File: src/rtl/mips_muldiv_pkg.sv
// Shared definitions for the MIPS multiply/divide unit: operation codes,
// controller state encoding and a small decode helper.
package mips_muldiv_pkg;

    localparam logic [1:0] MD_MULT  = 2'b00;
    localparam logic [1:0] MD_MULTU = 2'b01;
    localparam logic [1:0] MD_DIV   = 2'b10;
    localparam logic [1:0] MD_DIVU  = 2'b11;

    typedef enum logic [1:0] {
        StIdle = 2'b00,
        StRun  = 2'b01,
        StFix  = 2'b10
    } md_state_e;

    // MULT and DIV take signed operands; MULTU and DIVU do not.
    function automatic logic is_signed_op(input logic [1:0] op);
        return (op == MD_MULT) || (op == MD_DIV);
    endfunction

endpackage

File: src/rtl/mips_muldiv_step.sv
// One radix-2 iteration of the multiply/divide datapath, purely combinational.
// Multiply: acc holds {partial_hi, multiplier}; conditional add then shift right.
// Divide:   acc holds {remainder, quotient}; restoring shift-subtract.
module mips_muldiv_step #(
    parameter int unsigned XLEN = 32
) (
    input  logic                is_div,
    input  logic [2*XLEN-1:0]   acc_in,
    input  logic [XLEN-1:0]     operand,
    output logic [2*XLEN-1:0]   acc_out
);

    logic [XLEN:0] mul_sum;
    logic [XLEN:0] rem_shift;
    logic [XLEN:0] diff;

    // Select between shift-add and shift-subtract for this iteration.
    always_comb begin
        mul_sum   = {1'b0, acc_in[2*XLEN-1:XLEN]} + (acc_in[0] ? {1'b0, operand} : '0);
        rem_shift = acc_in[2*XLEN-1:XLEN-1];
        // Remainder stays below the divisor, so diff[XLEN] is a clean borrow flag.
        diff      = rem_shift - {1'b0, operand};
        if (is_div) begin
            if (diff[XLEN]) begin
                acc_out = {rem_shift[XLEN-1:0], acc_in[XLEN-2:0], 1'b0};
            end else begin
                acc_out = {diff[XLEN-1:0], acc_in[XLEN-2:0], 1'b1};
            end
        end else begin
            acc_out = {mul_sum, acc_in[XLEN-1:1]};
        end
    end

endmodule

File: src/rtl/mips_muldiv_ctrl.sv
// Iterative MIPS multiply/divide unit with architectural HI/LO, busy/done
// handshake and pipeline stall generation.
module mips_muldiv_ctrl
    import mips_muldiv_pkg::*;
#(
    parameter int unsigned XLEN = 32
) (
    input  logic            clk,
    input  logic            rst,
    input  logic            md_start,
    input  logic [1:0]      md_op,
    input  logic [XLEN-1:0] md_a,
    input  logic [XLEN-1:0] md_b,
    input  logic            mthi,
    input  logic            mtlo,
    input  logic [XLEN-1:0] mt_data,
    input  logic            mf_req,
    output logic [XLEN-1:0] hi,
    output logic [XLEN-1:0] lo,
    output logic            busy,
    output logic            done,
    output logic            stall
);

    localparam int unsigned CntW = (XLEN > 1) ? $clog2(XLEN) : 1;

    md_state_e         state_q, state_d;
    logic [CntW-1:0]   cnt_q, cnt_d;
    logic [2*XLEN-1:0] acc_q, acc_d, acc_step;
    logic [XLEN-1:0]   opnd_q, opnd_d;
    logic [XLEN-1:0]   dvd_q, dvd_d;
    logic [XLEN-1:0]   hi_q, hi_d;
    logic [XLEN-1:0]   lo_q, lo_d;
    logic              is_div_q, is_div_d;
    logic              neg_q, neg_d;
    logic              rem_neg_q, rem_neg_d;
    logic              div0_q, div0_d;
    logic              done_q, done_d;

    logic              signed_op;
    logic [XLEN-1:0]   abs_a, abs_b;
    logic [2*XLEN-1:0] prod_fix;
    logic [XLEN-1:0]   quo_fix, rem_fix;

    mips_muldiv_step #(
        .XLEN (XLEN)
    ) u_step (
        .is_div  (is_div_q),
        .acc_in  (acc_q),
        .operand (opnd_q),
        .acc_out (acc_step)
    );

    // Operand magnitudes at start and sign-corrected results for the FIX cycle.
    always_comb begin
        signed_op = is_signed_op(md_op);
        abs_a     = (signed_op && md_a[XLEN-1]) ? (~md_a + 1'b1) : md_a;
        abs_b     = (signed_op && md_b[XLEN-1]) ? (~md_b + 1'b1) : md_b;
        prod_fix  = neg_q ? (~acc_q + 1'b1) : acc_q;
        quo_fix   = neg_q ? (~acc_q[XLEN-1:0] + 1'b1) : acc_q[XLEN-1:0];
        rem_fix   = rem_neg_q ? (~acc_q[2*XLEN-1:XLEN] + 1'b1) : acc_q[2*XLEN-1:XLEN];
    end

    // Next-state logic: FSM, iteration counter, datapath and HI/LO writes.
    always_comb begin
        state_d   = state_q;
        cnt_d     = cnt_q;
        acc_d     = acc_q;
        opnd_d    = opnd_q;
        dvd_d     = dvd_q;
        hi_d      = hi_q;
        lo_d      = lo_q;
        is_div_d  = is_div_q;
        neg_d     = neg_q;
        rem_neg_d = rem_neg_q;
        div0_d    = div0_q;
        done_d    = 1'b0;
        unique case (state_q)
            StIdle: begin
                if (md_start) begin
                    // A start in the same cycle as MTHI/MTLO drops the move.
                    is_div_d  = md_op[1];
                    neg_d     = signed_op && (md_a[XLEN-1] ^ md_b[XLEN-1]);
                    rem_neg_d = signed_op && md_a[XLEN-1];
                    div0_d    = (md_b == '0);
                    dvd_d     = md_a;
                    if (md_op[1]) begin
                        acc_d  = {{XLEN{1'b0}}, abs_a};
                        opnd_d = abs_b;
                    end else begin
                        acc_d  = {{XLEN{1'b0}}, abs_b};
                        opnd_d = abs_a;
                    end
                    cnt_d   = CntW'(XLEN - 1);
                    state_d = StRun;
                end else begin
                    if (mthi) hi_d = mt_data;
                    if (mtlo) lo_d = mt_data;
                end
            end
            StRun: begin
                acc_d = acc_step;
                if (cnt_q == '0) begin
                    state_d = StFix;
                end else begin
                    cnt_d = cnt_q - 1'b1;
                end
            end
            StFix: begin
                if (!is_div_q) begin
                    {hi_d, lo_d} = prod_fix;
                end else if (div0_q) begin
                    hi_d = dvd_q;
                    lo_d = '1;
                end else begin
                    hi_d = rem_fix;
                    lo_d = quo_fix;
                end
                done_d  = 1'b1;
                state_d = StIdle;
            end
            default: state_d = StIdle;
        endcase
    end

    // State registers with synchronous reset; reset abandons any operation.
    always_ff @(posedge clk) begin
        if (rst) begin
            state_q   <= StIdle;
            cnt_q     <= '0;
            acc_q     <= '0;
            opnd_q    <= '0;
            dvd_q     <= '0;
            hi_q      <= '0;
            lo_q      <= '0;
            is_div_q  <= 1'b0;
            neg_q     <= 1'b0;
            rem_neg_q <= 1'b0;
            div0_q    <= 1'b0;
            done_q    <= 1'b0;
        end else begin
            state_q   <= state_d;
            cnt_q     <= cnt_d;
            acc_q     <= acc_d;
            opnd_q    <= opnd_d;
            dvd_q     <= dvd_d;
            hi_q      <= hi_d;
            lo_q      <= lo_d;
            is_div_q  <= is_div_d;
            neg_q     <= neg_d;
            rem_neg_q <= rem_neg_d;
            div0_q    <= div0_d;
            done_q    <= done_d;
        end
    end

    assign hi    = hi_q;
    assign lo    = lo_q;
    assign busy  = (state_q != StIdle);
    assign done  = done_q;
    assign stall = busy & (md_start | mf_req | mthi | mtlo);

endmodule

File: config.mk
export PLATFORM = sky130hd
export DESIGN_NAME = mips_muldiv_ctrl
export DESIGN_NICKNAME = d
export VERILOG_FILES = /design/src/rtl/mips_muldiv_pkg.sv /design/src/rtl/mips_muldiv_step.sv /design/src/rtl/mips_muldiv_ctrl.sv
export SDC_FILE = /design/constraint.sdc
export NUM_CORES = 1
export LEC_CHECK = 0
export ABC_AREA = 0
export CAP_MARGIN = 0
export CELL_PAD_IN_SITES_DETAIL_PLACEMENT = 1
export CELL_PAD_IN_SITES_GLOBAL_PLACEMENT = 1
export CORE_UTILIZATION = 43
export DETAILED_ROUTE_END_ITERATION = 8
export GPL_TIMING_DRIVEN = 0
export PLACE_DENSITY = 0.92
export REMOVE_ABC_BUFFERS = 1
export SETUP_SLACK_MARGIN = 0.3
export SLEW_MARGIN = 15
export SYNTH_ARGS = -nofsm -noshare
export SYNTH_HDL_FRONTEND = slang
export SYNTH_SLANG_ARGS = --single-unit
File: constraint.sdc
create_clock -name clk -period 4.8 [get_ports clk]
set_clock_uncertainty 0.15 [all_clocks]
set_input_delay 0.48 -clock clk [delete_from_list [all_inputs] [get_ports clk]]
set_output_delay 0.48 -clock clk [all_outputs]
set_load 0.005 [all_outputs]
==> results.md, run 1 <==
* Die H at 197 microns
* Count of routing violations after the opening detailed-route iteration at 1359
* Count of mapped cells out of synthesis at 2216
* Post-route worst hold slack at 0.210 ns
* Worst-case register-to-register setup slack at 0.48 ns
* Largest stage delay on the critical path at 0.46 ns
* Power per cell area at 302 nW/um^2
* Final count of negative-setup-slack endpoints at 0
* CP Data Arrival Time at 4.57 ns
* Crit path required time at 5.05 ns
* Leakage power at 7.04 nW
* Sort of element at the start of the critical path: register
* Final Net Count at 2429
* Clk sinks at 204
* Overall die area at 38900 sq um
* Vias in the first global route at 17.8k
* Max_slew headroom at 0.187
* Bufs on Longest Clock Path at 3
* Share of the clock period used by the worst path at 0.900
* Power share of the sequential group at 0.344
* Warnings, synthesis at 0
* Largest area contributor in the netlist: dfxtp_1
* Count of port buffers added during placement at 170
* Top-Level Pins at 171
* Aggregate routed wire length at 63800 microns
* Relative area change from synthesis to final layout at 18.3%
* Share of power burned in combinational logic at 0.327
* Initial antenna violation count at 2
* CP max FO at 26
* Cell Rows at 71
* Total track usage at 0.321
* Global-route wire length before repair at 99400 microns
* Top FF cell, synth: dfxtp_1
* CTS Buf Count at 24
* Die width at 197 microns
* Number of nets still failing antenna checks after routing at 0
* Clk Latency, worst-skew pair at 0.54 ns
* Net switching share of the total power at 0.357
* Synth top area share at 0.249
* Post-synthesis instance area at 16400 sq um
* Cell type of the slowest stage on the worst timing path: a311o_2
* Leading post-synthesis cells by cell area: dfxtp_1 25%, xnor2_1 7.6%, a21oi_1 6.7%, nand2_1 6.2%, ha_1 5.3%
* Clock input transition at the sequential cells of the worst setup and hold paths at 0.06 ns
* Initial cell density of the core at 0.437
* Routability cong. at 0.986
* Psw at 2.09 mW
* Path type of the worst setup path: reg -> reg
* CTS root buffer: clkbuf_16
* GR Overflow Total at 0
* Average wire per cell in the routed design at 23.0 microns
* Tightest Pin Transition at 1.22 ns
* CTS HTree Levels at 1
* Post-placement worst setup slack at -0.487 ns
* Final critical-path setup slack at 0.480 ns
* # DRC at 0
* Worst min path class: in -> reg
* Total number of vias at 17.5k
* RSZ-0062 raised after global routing: no
* Worst vdd ir at 0.000237 V
* Count of unique library cells instantiated by Yosys at 81
* HPWL reported at the end of detailed placement at 47700 microns
* Final hold violations at 0
* List of cells traversed by the critical path: inv_1 > ha_1 > fa_1 > nand2b_1 > a21oi_1 > o2111ai_1 > o21ai_2 > a41oi_4 > o211a_1 > a311o_2 > buf_12 > mux2_1 > a221oi_1 > nor3_1
* Detailed-routing iteration count for the pre-antenna-repair pass at 5
* Sequential share of the synthesized area at 0.249
* Async set-or-reset flop fraction in the synthesized netlist at 0
* Share of power burned in the clock network at 0.328
* Share of layout cells above drive strength 1 at 0.0503
* Hold-fix buffers at CTS at 0
* Clock tree from TritonCTS: yes
* Final Max Slew Viols at 0
* Internal power at 3.78 mW
* Via/cell ratio at 6.28
* Number of register bits inferred by synthesis at 204
* Max-cap violations at 0
* Syn avg cell area at 7.40 sq um
* Pin count of the biggest net entering global routing at 91
* Fmax at 232 MHz
* Core Footprint at 37600 sq um
* Run status: finished clean
* Critical path endpoint category: register
* Fin crit period at 4.32 ns
* Count of flip-flops with a built-in enable after synthesis at 0
-- cells in the final DEF, fill, tap and decap left out, types with 7 or more instances in the layout --
master	n
a211oi_1	101
a21o_1	32
a21oi_1	220
a221oi_1	9
a22oi_1	16
a311oi_1	10
a31oi_1	13
and2_1	10
and3_1	10
buf_12	7
buf_16	8
buf_4	9
clkbuf_16	25
clkbuf_8	7
clkdlybuf4s50_1	168
dfxtp_1	199
ha_1	70
inv_1	68
mux2i_1	86
nand2_1	268
nand2b_1	15
nand3_1	23
nand4_1	16
nor2_1	203
nor2b_1	9
nor3_1	39
nor4_1	23
o211ai_1	44
o21a_1	7
o21ai_0	108
o21bai_1	8
o221ai_1	42
o31ai_1	27
o41ai_1	10
or3_1	18
or4_1	12
xnor2_1	142
xor2_1	66
-- metrics by stage --
| stage | area, sq um | total power, mW | utilization | TNS (ns) | cells |
|---|---|---|---|---|---|
| floorplan | 15700 | 3.14 | - | 0 | 2032 |
| finish | 19400 | 5.87 | 0.517 | 0 | 2780 |
| CTS | 19400 | 5.82 | 0.515 | 0 | 2774 |
| global placement | 18000 | 3.77 | 0.480 | -434.21 | 2713 |
| global route | 19400 | 6.11 | 0.517 | 0 | 2779 |
| detailed placement | 18500 | 3.89 | 0.492 | -2.25 | 2729 |
-- synthesized netlist by cell type, drive strengths merged (5+ instances only) --
master / n
o21ai: 115
nor4: 24
a221oi: 9
a311oi: 11
a21oi: 220
and2: 10
nor2b: 13
o31a: 5
a41oi: 7
a21o: 32
xor2: 66
buf: 31
nor2: 208
or2: 6
nand2b: 17
o21a: 7
o31ai: 29
ha: 70
or3: 19
o211ai: 44
nor3: 42
o41ai: 11
o21bai: 8
inv: 69
nand3: 23
xnor2: 142
dfxtp: 204
or4: 14
a22oi: 16
a2111oi: 5
mux2i: 86
nand2: 269
and3: 10
nand4: 16
o221ai: 42
clkbuf: 153
a211oi: 102
a31oi: 14
-- worst max-delay path: cells and delay by family (launching register included) --
| family | cells | cell delay, ns |
|---|---|---|
| AO/OA/AOI/OAI | 7 | 1.93 |
| adder cells (fa/ha/maj) | 2 | 0.66 |
| flip-flops | 1 | 0.44 |
| buffers and inverters | 2 | 0.35 |
| multiplexers | 1 | 0.33 |
| AND/OR/NAND/NOR | 2 | 0.28 |
-- what timing repair did --
action | CTS | global route
setup buffers | 3 | 5
setup endpoints to repair | 45 | 8
gates cloned | 1 | 0
pin swaps | 0 | 2
resized for setup | 7 | 4
hold endpoints to repair | 0 | 0
-- final timing paths --
| check | from | to | cells after the start |
|---|---|---|---|
| min | md_op[1] | acc_q[29]$_SDFFE_PP0P_ | 3 |
| max | acc_q[31]$_SDFFE_PP0P_ | acc_q[39]$_SDFFE_PP0P_ | 14 |
| max reg2reg | acc_q[31]$_SDFFE_PP0P_ | acc_q[39]$_SDFFE_PP0P_ | 14 |
| min reg2reg | lo[1]$_SDFFE_PP0P_ | lo[1]$_SDFFE_PP0P_ | 2 |
-- kinds of logic (layout without fill, tap and decap cells) --
| logic type | Yosys count | after routing | share of synthesized area |
|---|---|---|---|
| other cells | 0 | 1 | 0 |
| buf+inv | 254 | 306 | 0.0594 |
| fa+ha+maj | 72 | 72 | 0.0558 |
| simple gates | 685 | 685 | 0.189 |
| compound gates | 705 | 705 | 0.282 |
| mux | 88 | 88 | 0.0538 |
| flops | 204 | 204 | 0.249 |
| xor+xnor | 208 | 208 | 0.111 |
-- state kept, by name, summed over array words and instances (netlist names), 2 cells and up --
name	flops
acc_q	64
cnt_q	5
dvd_q	32
hi	32
lo	32
opnd_q	32
state_q	2
-- metal layers --
| metal | wire length (microns) | part of all wire | up-vias | GRT usage |
|---|---|---|---|---|
| met2 | 30500 | 0.48 | 672 | 0.555 |
| met1 | 26500 | 0.41 | 8548 | 0.402 |
| met4 | 2530 | 0.040 | 2 | 0.129 |
| li1 | - | - | 8059 | - |
| met5 | 12 | 0.00019 | - | 0 |
| met3 | 4300 | 0.067 | 171 | 0.0400 |
-- area by class of cell --
class                      instances  area, sq um
antenna                            1         2.50
clock buffer                      36          737
clock inverter                     5         77.6
fill                            4596        18200
inverter                          70          267
multi-input combinational       1758        11500
sequential                       204         4100
tap                              511          639
timing repair buffer             194         2140
timing repair inverter             1         5.00
-- power groups by stage --
stage	clock, mW	combinational [mW]	sequential (mW)
2_1_floorplan	0	1.14	2.00
3_3_place_gp	0	1.72	2.05
3_5_place_dp	0	1.84	2.05
4_1_cts	1.93	1.88	2.02
5_1_grt	2.00	2.07	2.04
6_report	1.93	1.92	2.02
(Power assumes the default switching activity.)
==> inputs of run 2 (changes only) <==
Settings changed: GPL_ROUTABILITY_DRIVEN set to 0.
==> run 2 against run 1 <==
Against the previous run:
- worst hold slack improved by 0.071 ns
- sequential cell count stayed put
- critical endpoint is now hi[26]$_SDFFE_PP0P_
- critical path type unchanged
- via count up 4.9%
- clock power increased by 11%
- global-route usage grew 2.4 points
- largest power group is now the clock network
==> results.md, run 2 (synthesized netlist as in run 1, its figures left out) <==
* Post-placement worst setup slack at -0.526 ns
* Vias in the first global route at 18.8k
* Via/cell ratio at 6.59
* GR Overflow Total at 0
* Run status: finished clean
* Final hold violations at 0
* CP Data Arrival Time at 4.81 ns
* Fmax at 222 MHz
* Die width at 197 microns
* # fillers at 4546
* Path type of the worst setup path: reg -> reg
* Bufs on Longest Clock Path at 3
* Top-Level Pins at 171
* Pin count of the biggest net entering global routing at 92
* Worst vdd ir at 0.000278 V
* Relative area change from synthesis to final layout at 18.4%
* Total track usage at 0.345
* Tightest Pin Transition at 1.19 ns
* Post-layout utilization of the core at 0.517
* Buffers & Inverters on Critical Path at 2
* Max-cap violations at 0
* Count of routing violations after the opening detailed-route iteration at 1841
* Commonest cells after routing, fill and taps aside: 267 x nand2_1, 219 x a21oi_1, 203 x nor2_1
* Total number of vias at 18.3k
* Power per cell area at 317 nW/um^2
* Overall die area at 38900 sq um
* CTS root buffer: clkbuf_16
* Cell repeated most along the worst path: a211oi_1
* Critical path's top delay family: simple AND/OR/NAND/NOR gates
* Cell Area, Placed at 18400 sq um
* RSZ-0062 raised after global routing: no
* Top reg by flops: acc_q
* Die H at 197 microns
* Post-route worst hold slack at 0.281 ns
* Count of port buffers added during placement at 170
* Critical path endpoint category: register
* Clk Latency, worst-skew pair at 0.55 ns
* Hold-fix buffers at CTS at 0
* Max_slew headroom at 0.204
* Initial antenna violation count at 3
* Flip-flop count of the largest register after layout at 64
* Final Net Count at 2425
* Most frequent standard cell in the layout excluding fill and tap cells: nand2_1
* Multi-input logic area at 11500 sq um
* Largest stage delay on the critical path at 0.57 ns
* Average wire per cell in the routed design at 25.0 microns
* Core Footprint at 37600 sq um
* Number of nets still failing antenna checks after routing at 0
* Global-route wire length before repair at 107000 microns
* Leakage power at 7.04 nW
* Sequential cell area at 4100 sq um
* Aggregate routed wire length at 69400 microns
* HPWL reported at the end of detailed placement at 47600 microns
* Final critical-path setup slack at 0.303 ns
* List of cells traversed by the critical path: clkinvlp_4 > buf_12 > ha_1 > or3b_2 > nor3_2 > nand4_1 > or3_4 > o31ai_2 > xnor2_1 > nor2_1 > a211oi_1 > a211oi_1 > nor3_1
* # DRC at 0
* CTS Buf Count at 24
* Share of layout cells above drive strength 1 at 0.0525
* Sort of element at the start of the critical path: register
* Initial cell density of the core at 0.437
* Cell area after layout at 19400 sq um
* CTS HTree Levels at 1
* Worst min path class: in -> reg
* Fin crit period at 4.50 ns
* Clock tree from TritonCTS: yes
* Setup TNS after final layout at 0 ns
* CP max FO at 13
* Final count of negative-setup-slack endpoints at 0
* Cell Rows at 71
* Share of the clock period used by the worst path at 0.937
* Detailed-routing iteration count for the pre-antenna-repair pass at 6
* Cell type of the slowest stage on the worst timing path: a211oi_1
* Clk sinks at 204
* Clock input transition at the sequential cells of the worst setup and hold paths at 0.07 ns
* Final Max Slew Viols at 0
* Crit path required time at 5.11 ns
[run 2: cell types whose count changed in the layout (fill, tap and decap cells not counted), moves of 3 or more]
cell        before  now
buf_12           7   12
buf_16           8    3
clkbuf_1         4    0
clkinvlp_4       2    5
clkbuf_8         7    1
bufinv_16        2    6
buf_4            9    6
clkinv_2         2    5
[run 2: where the power goes]
part	internal [mW]	switching [mW]	total, mW	leakage, nW
clock network	1.29	0.849	2.14	0.433
registers	1.83	0.198	2.03	1.68
logic	0.782	1.20	1.98	4.93
total	3.91	2.25	6.15	7.04
[run 2: repair_timing]
action | 4_1_cts | 5_1_grt
pin swaps | 1 | 2
gates resized for setup | 7 | 4
buffers inserted | 3 | 2
gates cloned | 1 | 0
endpoints found under the setup margin | 47 | 8
[run 2: cell type report]
type / instances / share of cell area
repair buffers: 190 / 0.106
well taps: 511 / 0.0329
flip-flops and latches: 204 / 0.211
multi-input cells: 1758 / 0.590
clock buffers: 26 / 0.0329
repair inverters: 1 / 0.000258
diodes: 1 / 0.000129
clock inverters: 18 / 0.0133
inverters: 70 / 0.0137
[run 2: worst register-to-register path, cell delays in order (launching register included)]
cell,delay (ns)
dfxtp_2,0.43
clkinvlp_4,0.13
buf_12,0.14
ha_1,0.24
or3b_2,0.51
nor3_2,0.40
nand4_1,0.34
or3_4,0.47
o31ai_2,0.42
xnor2_1,0.20
nor2_1,0.06
a211oi_1,0.57
a211oi_1,0.13
nor3_1,0.20
[run 2: path summary, 6_finish.rpt]
kind | start | to | slack, ns | depth (start not counted)
max | acc_q[0]$_SDFFE_PP0P_ | hi[26]$_SDFFE_PP0P_ | 0.30 | 13
min reg2reg | opnd_q[29]$_SDFFE_PP0P_ | opnd_q[29]$_SDFFE_PP0P_ | 0.31 | 2
min | rst | hi[23]$_SDFFE_PP0P_ | 0.28 | 2
max reg2reg | acc_q[0]$_SDFFE_PP0P_ | hi[26]$_SDFFE_PP0P_ | 0.30 | 13
[run 2: through the flow]
| stage | std cells | power, mW |
|---|---|---|
| 2_1_floorplan | 2032 | 3.14 |
| 3_3_place_gp | 2713 | 3.76 |
| 3_5_place_dp | 2728 | 3.88 |
| 4_1_cts | 2776 | 6.05 |
| 5_1_grt | 2778 | 6.34 |
| 6_report | 2779 | 6.15 |
[run 2: metal layers]
metal	GRT usage	vias up	part of all wire
li1	-	8062	-
met1	0.407	8932	0.39
met2	0.576	989	0.46
met3	0.0628	324	0.084
met4	0.220	6	0.068
met5	0	-	0.00059
==> inputs of run 3 (changes only) <==
Settings changed: CORE_UTILIZATION 43 to 40, PLACE_DENSITY 0.92 to 0.87, TNS_END_PERCENT set to 1.
==> run 3 against run 2 <==
Against the previous run:
- setup slack improved by 0.0051 ns
- sequential cell count unchanged
- sequential power about the same
- non-clock buffer count increased by 2
- routed wire length decreased by 6.9%
- clock power decreased by 5%
- first-iteration DRC count decreased by 23%
- worst hold slack got worse by 0.085 ns
- global-route usage decreased by 4.4 points
==> results.md, run 3 (synthesized netlist as in run 1, its figures left out) <==
* Run status: finished clean
* Final Max Slew Viols at 0
* Power per cell area at 308 nW/um^2
* Fmax at 223 MHz
* Top-Level Pins at 171
* Flip-flop count of the largest register after layout at 64
* Clk Latency, worst-skew pair at 0.56 ns
* Worst R2R Start: acc_q[31]$_SDFFE_PP0P_
* Overall die area at 41800 sq um
* Clk sinks at 204
* Leakage power at 7.03 nW
* Hold-fix buffers at CTS at 0
* Fin crit period at 4.49 ns
* R2R depth at 14
* HPWL reported at the end of detailed placement at 47900 microns
* Psw at 2.15 mW
* Clock tree from TritonCTS: yes
* Final count of negative-setup-slack endpoints at 0
* GR Overflow Total at 0
* Path type of the worst setup path: reg -> reg
* Count of port buffers added during placement at 170
* Worst min path class: in -> reg
* Initial antenna violation count at 1
* Global-route wire length before repair at 100000 microns
* Total number of vias at 17.5k
* CP max FO at 27
* Via/cell ratio at 6.26
* Share of layout cells above drive strength 1 at 0.0511
* Commonest cells after routing, fill and taps aside: 268 x nand2_1, 220 x a21oi_1, 203 x nor2_1
* Met3 layer wire length in the routed design at 3690 microns
* Count of routing violations after the opening detailed-route iteration at 1417
* Routed metal-1 wire length at 27000 microns
* Final Net Count at 2427
* Cell Area, Placed at 18400 sq um
* Top reg by flops: acc_q
* Pin count of the biggest net entering global routing at 96
* Crit path required time at 5.07 ns
* Core Footprint at 40100 sq um
* Internal power at 3.82 mW
* Tightest Pin Transition at 1.24 ns
* Sort of element at the start of the critical path: register
* Share of power burned in combinational logic at 0.322
* Net switching share of the total power at 0.360
* Cell Rows at 73
* Final hold violations at 0
* Total design power at 5.97 mW
* Most frequent standard cell in the layout excluding fill and tap cells: nand2_1
* Sum of met2 wire segment lengths after detailed routing at 31400 microns
* CTS root buffer: clkbuf_16
* Die H at 205 microns
* Max-cap violations at 0
* Bufs on Longest Clock Path at 3
* Largest stage delay on the critical path at 0.51 ns
* Aggregate routed wire length at 64600 microns
* CP Data Arrival Time at 4.76 ns
* CTS Buf Count at 24
* Worst vdd ir at 0.000199 V
* Launch point of the worst path: acc_q[31]$_SDFFE_PP0P_
* Clock input transition at the sequential cells of the worst setup and hold paths at 0.06 ns
* Total track usage at 0.301
* Average wire per cell in the routed design at 23.1 microns
* Cell type of the slowest stage on the worst timing path: dfxtp_2
* Max_slew headroom at 0.173
* CTS HTree Levels at 1
* Number of nets still failing antenna checks after routing at 0
* Critical path endpoint category: register
* Cell area after layout at 19400 sq um
* Highest metal used: met5
* Detailed-routing iteration count for the pre-antenna-repair pass at 6
* Crit Reg-Reg Endpoint: acc_q[39]$_SDFFE_PP0P_
* # DRC at 0
* Worst Setup EP: acc_q[39]$_SDFFE_PP0P_
* Vias in the first global route at 18.0k
* List of cells traversed by the critical path: inv_1 > ha_1 > fa_1 > nand2b_1 > a21oi_1 > o2111ai_1 > o21ai_2 > a41oi_4 > o211a_1 > a311o_2 > buf_12 > mux2_1 > a221oi_1 > nor3_1
* Worst-case register-to-register setup slack at 0.31 ns
* Final antenna diode count at 0
* Power share of the sequential group at 0.339
* Relative area change from synthesis to final layout at 18.2%
* Initial cell density of the core at 0.409
* Share of the clock period used by the worst path at 0.936
* Share of power burned in the clock network at 0.340
* RSZ-0062 raised after global routing: yes
* Die width at 205 microns
## run 3: metal layers
layer | vias to the layer above | global-route usage
li1 | 8072 | -
met1 | 8583 | 0.371
met2 | 668 | 0.527
met3 | 155 | 0.0326
met4 | 2 | 0.129
met5 | - | 0
## run 3: area by class of cell
class | count | area, sq um
Multi-Input combinational cell | 1758 | 11400
Tap cell | 525 | 657
Clock inverter | 13 | 171
Timing Repair Buffer | 192 | 2070
Clock buffer | 31 | 678
Inverter | 70 | 267
Fill cell | 4861 | 20700
Sequential cell | 204 | 4090
Timing Repair inverter | 1 | 5.00
## run 3: power by group through the flow
stage	logic, mW	registers, mW	clock network, mW
2_1_floorplan	1.14	2.00	0
3_3_place_gp	1.72	2.05	0
3_5_place_dp	1.83	2.05	0
4_1_cts	1.87	2.02	2.03
5_1_grt	2.06	2.04	2.10
6_report	1.92	2.02	2.03
## run 3: repair_timing
action | 4_1_cts | 5_1_grt
cloned | 1 | 0
buffers inserted | 4 | 3
gates resized for setup | 5 | 4
endpoints found under the setup margin | 46 | 30
pin swaps | 0 | 1
endpoints found under the hold margin | 0 | 0
## run 3: stage by stage
stage	hold slack (ns)	setup WS, ns	util	TNS [ns]	cells
2_1_floorplan	0.276	0.306	-	0	2032
3_3_place_gp	0.290	-5.85	0.450	-450.05	2727
3_5_place_dp	0.296	-0.464	0.460	-2.70	2742
4_1_cts	0.206	0.159	0.482	0	2791
5_1_grt	0.242	0.118	0.484	0	2794
6_report	0.196	0.308	0.484	0	2794
## run 3: how the worst min path moves through the flow
stage,start,endpoint,cells after the start
finish,rst,lo[27]$_SDFFE_PP0P_,2
global route,rst,done$_SDFF_PP0_,2
CTS,rst,lo[27]$_SDFFE_PP0P_,2
detailed placement,lo[17]$_SDFFE_PP0P_,lo[17]$_SDFFE_PP0P_,2
global placement,lo[20]$_SDFFE_PP0P_,lo[20]$_SDFFE_PP0P_,2
floorplan,opnd_q[13]$_SDFFE_PP0P_,opnd_q[13]$_SDFFE_PP0P_,2
## run 3: worst max-delay path, delay by kind of cell, from the launching register on
kind | cells | cell delay (ns)
multiplexers | 1 | 0.34
AND/OR/NAND/NOR | 2 | 0.28
flip-flops | 1 | 0.51
adder cells (fa/ha/maj) | 2 | 0.67
AO/OA/AOI/OAI | 7 | 1.99
buffers and inverters | 2 | 0.40
